File: src/rtl/uart_rx_ctrl.sv
// rtl/uart_rx_ctrl.sv - UART receive FSM, shift register and consumer handshake
// Define UART_RX_SYNC_EN to put a 2-flop synchronizer on serial_in; otherwise a single register stage.
module uart_rx_ctrl (
  input  logic       clk,
  input  logic       n_rst,
  input  logic       serial_in,
  input  logic       shift_strobe,
  input  logic       packet_done,
  input  logic       data_read,
  output logic       enable_timer,
  output logic [7:0] rx_data,
  output logic       data_ready,
  output logic       framing_error,
  output logic       overrun_error
);

  typedef enum logic [1:0] {
    IDLE     = 2'd0,
    RECEIVE  = 2'd1,
    STOP_CHK = 2'd2,
    LOAD     = 2'd3
  } state_t;

  state_t     state;
  state_t     next_state;
  logic       serial_sync;
  logic       sync_prev;
  logic       start_det;
  logic [8:0] sr;

`ifdef UART_RX_SYNC_EN
  logic sync_meta;

  always_ff @(posedge clk or negedge n_rst) begin
    if (!n_rst) begin
      sync_meta   <= 1'b1;
      serial_sync <= 1'b1;
    end else begin
      sync_meta   <= serial_in;
      serial_sync <= sync_meta;
    end
  end
`else
  always_ff @(posedge clk or negedge n_rst) begin
    if (!n_rst) begin
      serial_sync <= 1'b1;
    end else begin
      serial_sync <= serial_in;
    end
  end
`endif

  // Frozen during STOP_CHK/LOAD so a start edge arriving there is still detected back in IDLE.
  always_ff @(posedge clk or negedge n_rst) begin
    if (!n_rst) begin
      sync_prev <= 1'b1;
    end else if (state != STOP_CHK && state != LOAD) begin
      sync_prev <= serial_sync;
    end
  end

  assign start_det = sync_prev & ~serial_sync;

  always_ff @(posedge clk or negedge n_rst) begin
    if (!n_rst) begin
      state <= IDLE;
    end else begin
      state <= next_state;
    end
  end

  always_comb begin
    next_state = state;
    case (state)
      IDLE:     if (start_det) next_state = RECEIVE;
      RECEIVE:  if (packet_done) next_state = STOP_CHK;
      STOP_CHK: next_state = sr[8] ? LOAD : IDLE;
      LOAD:     next_state = IDLE;
      default:  next_state = IDLE;
    endcase
  end

  assign enable_timer = (state == RECEIVE);

  always_ff @(posedge clk or negedge n_rst) begin
    if (!n_rst) begin
      sr            <= 9'h1FF;
      rx_data       <= 8'hFF;
      data_ready    <= 1'b0;
      framing_error <= 1'b0;
      overrun_error <= 1'b0;
    end else begin
      if (state == RECEIVE && shift_strobe) begin
        sr <= {serial_sync, sr[8:1]};
      end

      if (state == IDLE && start_det) begin
        framing_error <= 1'b0;
      end else if (state == STOP_CHK && !sr[8]) begin
        framing_error <= 1'b1;
      end

      // A read coinciding with LOAD consumes the old byte, so the new one stays ready without overrun.
      if (state == LOAD) begin
        rx_data    <= sr[7:0];
        data_ready <= 1'b1;
        if (data_ready && !data_read) begin
          overrun_error <= 1'b1;
        end
      end else if (data_read && data_ready) begin
        data_ready    <= 1'b0;
        overrun_error <= 1'b0;
      end
    end
  end

endmodule

File: config.mk
export PLATFORM = sky130hd
export DESIGN_NAME = uart_rx_ctrl
export DESIGN_NICKNAME = d
export VERILOG_FILES = /design/src/rtl/uart_rx_ctrl.sv
export SDC_FILE = /design/constraint.sdc
export NUM_CORES = 1
export LEC_CHECK = 0
export ABC_AREA = 1
export CORE_MARGIN = 3
export CORE_UTILIZATION = 45
export CTS_BUF_LIST = sky130_fd_sc_hd__clkbuf_16
export CTS_CLUSTER_SIZE = 30
export DETAILED_ROUTE_END_ITERATION = 7
export PLACE_DENSITY = 0.72
export SYNTH_ARGS = -nofsm -noshare
export SYNTH_HDL_FRONTEND = slang
export SYNTH_SLANG_ARGS = --single-unit
export TNS_END_PERCENT = 30
File: constraint.sdc
create_clock -name clk -period 1 [get_ports clk]
set_input_delay 0.2 -clock clk [delete_from_list [all_inputs] [get_ports clk]]
set_output_delay 0.2 -clock clk [all_outputs]
set_load 0.05 [all_outputs]
==> flow_summary.json <==
{
  "status": "finished with violations",
  "failed_checks": "negative setup slack",
  "r2r_cells": 6,
  "area_growth_pct": 53.9,
  "cts-root-buf": "clkbuf_16",
  "reg2reg_slack_ns": -0.10,
  "io_pins": 18,
  "finalPower_w": 0.00505,
  "arrival_ns": 0.99,
  "placementRows": 16,
  "fin_nets": 138,
  "timing.rr.end": "framing_error",
  "crit_fanout": 2,
  "synth_edf_count": 0,
  "synth_area_um2": 977,
  "synth_common_cells": "29 x nand2_1, 19 x dfstp_2, 16 x o21ai_1",
  "p_per_area_nw_per_um2": 3360,
  "endpoint_kind": "output port",
  "grt.total_usage_pct": 15.6,
  "antennaDiodeCount": 0,
  "synth_cells": 101,
  "initial_core_util_pct": 48.8,
  "maxSlewViolCount": 0,
  "worstSetupStartpointType": "flip-flop",
  "setup_viol_count_final": 22,
  "syn_nets": 107,
  "synth_top_family_by_area": "simple AND/OR/NAND/NOR gates",
  "r2r_start": "state[1]",
  "overflow": 0,
  "grt_pass1_wl_mm": 3.20,
  "drive_gt1_share_pct": 43.5,
  "synth_top_cell_area_share_pct": 51.1,
  "hold_path_class": "in2async",
  "synth_largest_area_cell": "dfstp_2",
  "synth_mux_area_share_pct": 0,
  "htree_num_levels": 1,
  "grt_start_max_net_pins": 25,
  "synthSimpleGateAreaFrac_pct": 17.9,
  "ant_nets": 0,
  "die_w_um": 52.6,
  "synth-seq-area-share_pct": 63.9,
  "p_leak_nw": 0.641,
  "fp.dieArea_um2": 2770,
  "yosysMostFrequentCell": "nand2_1",
  "setup_ws_ns": -0.194,
  "grt_pass1_vias": 777,
  "dp_hpwl_mm": 1.31,
  "cts_buffers": 3,
  "ys_types": 14,
  "yosys_most_used_dff": "dfstp_2",
  "period_share_pct": 119,
  "grt_setup_unrepaired": "true",
  "routedWlPerCell_um": 12.1,
  "drv_cap": 0,
  "routed-via-count": 774,
  "period_needed_ns": 1.19,
  "drt-pass1-iter-count": 4,
  "synth_xor_area_share_pct": 0,
  "multiInputGateArea_um2": 303,
  "insertion_delay_ns": 0.25,
  "portBuffers": 17,
  "synthTopCellsByArea": "dfstp_2 51%, dfrtp_1 13%, nand2_1 11%, o21ai_1 8.2%, inv_1 5.8%",
  "tightest_slew_ns": 0.212,
  "skew_ns": 0.000636,
  "slew_headroom_pct": 85.9,
  "path_clk_slew_ns": 0.06,
  "die_h_um": 52.6,
  "synth-compound-area-share_pct": 9.73,
  "place.gp.congestion": 0.816,
  "path_class": "reg2out",
  "cts_tree": "yes",
  "route.detailed.drc": 0,
  "yosys_warnings": 0,
  "viasPerCell": 4.90,
  "required_ns": 0.80,
  "synthArstFlopShare_pct": 100,
  "clk_path_buf_depth": 2,
  "syn_avg_cell_area_um2": 9.68,
  "core_um2": 2000,
  "synthAdderAreaFrac_pct": 0,
  "cts_hold_buffers": 0,
  "antenna_found_initial": 0,
  "ys_seq_elements": 24,
  "cts_sinks": 24,
  "drt_iter0_drc": 19,
  "routed_wl_mm": 1.91,
  "fmax_mhz": 838,
  "seq_area_um2": 627,
  "hold_viol": 0,
  "ir_drop_mv": 2.11,
  "fillers": 130,
  "timing.hold.ws_ns": 0.304
}
==> routing by layer <==
metal | vias up | GRT usage (%) | share of wire [%]
li1 | 377 | - | -
met1 | 371 | 17.2 | 40
met2 | 20 | 27.7 | 53
met3 | 6 | 3.70 | 5.1
met4 | 0 | 7.66 | 2.0
met5 | - | 0 | 0
==> timing repair <==
item | 4_1_cts | 5_1_grt
gates cloned | 0 | 0
pin swaps | 1 | 1
setup endpoints to repair | 23 | 33
buffers inserted | 4 | 1
gates resized for setup | 6 | 3
endpoints found under the hold margin | 0 | 0
==> layout by cell type, fill, tap and decap left out, drive strengths merged <==
cell type / Yosys / routed
nand2: 30 / 30
buf: 2 / 23
dfstp: 19 / 19
o21ai: 18 / 18
inv: 16 / 15
clkdlybuf4s50: 0 / 5
dfrtp: 5 / 5
nand3: 5 / 5
nor2: 4 / 4
clkbuf: 0 / 3
clkinvlp: 0 / 1
nand3b: 1 / 1
a21oi: 1 / 1
clkinv: 0 / 1
==> cell type report <==
| class | count | area share, % |
|---|---|---|
| inverters | 16 | 4.24 |
| clock inverters | 1 | 0.250 |
| multi-input cells | 59 | 20.1 |
| well taps | 27 | 2.25 |
| flip-flops and latches | 24 | 41.7 |
| clock buffers | 3 | 4.99 |
| repair buffers | 28 | 26.5 |
==> report_power, final <==
part	switching, W	total (W)	internal (W)	leakage [nW]
logic	0.00130	0.00242	0.00112	0.342
clock network	0.000305	0.000838	0.000533	0.0385
registers	0.000277	0.00179	0.00152	0.261
==> sequential cells by signal, summed over array words and instances, names as in the netlist <==
register / count
overrun_error: 1
rx_data: 8
sync_prev: 1
serial_sync: 1
state: 2
sr: 9
data_ready: 1
framing_error: 1
==> critical path, cell delays in order (launching register included) <==
cell        delay [ns]
dfrtp_2           0.40
nand2_2           0.09
clkinvlp_4        0.10
buf_12            0.15
==> stage by stage <==
step                setup TNS (ns)  worst slack, ns  cells  cell area [um2]  util [%]
finish                       -1.62           -0.194    158             1500      75.1
global route                 -3.11           -0.239    158             1500      75.1
CTS                          -1.68           -0.200    157             1480      74.0
detailed placement           -1.63           -0.215    149             1360      67.8
global placement             -1.27           -0.144    149             1360      67.8
floorplan                  -0.0263          -0.0263    101              985         -
==> cells by family (layout without fill, tap and decap cells) <==
family / Yosys count / in the layout
DFF: 24 / 24
AOI/OAI and AO/OA: 19 / 19
buffers and inverters: 18 / 48
and+or+nand+nor: 40 / 40
==> worst max-delay path by stage <==
| stage | startpoint | endpoint | slack [ns] | depth (start not counted) |
|---|---|---|---|---|
| floorplan | state[1] | enable_timer | -0.03 | 3 |
| global placement | shift_strobe | sr[5] | -0.14 | 3 |
| detailed placement | shift_strobe | sr[2] | -0.22 | 3 |
| CTS | state[1] | enable_timer | -0.20 | 4 |
| global route | state[0] | enable_timer | -0.24 | 3 |
| finish | state[0] | enable_timer | -0.19 | 3 |
Power figures use the tool's default switching activity.
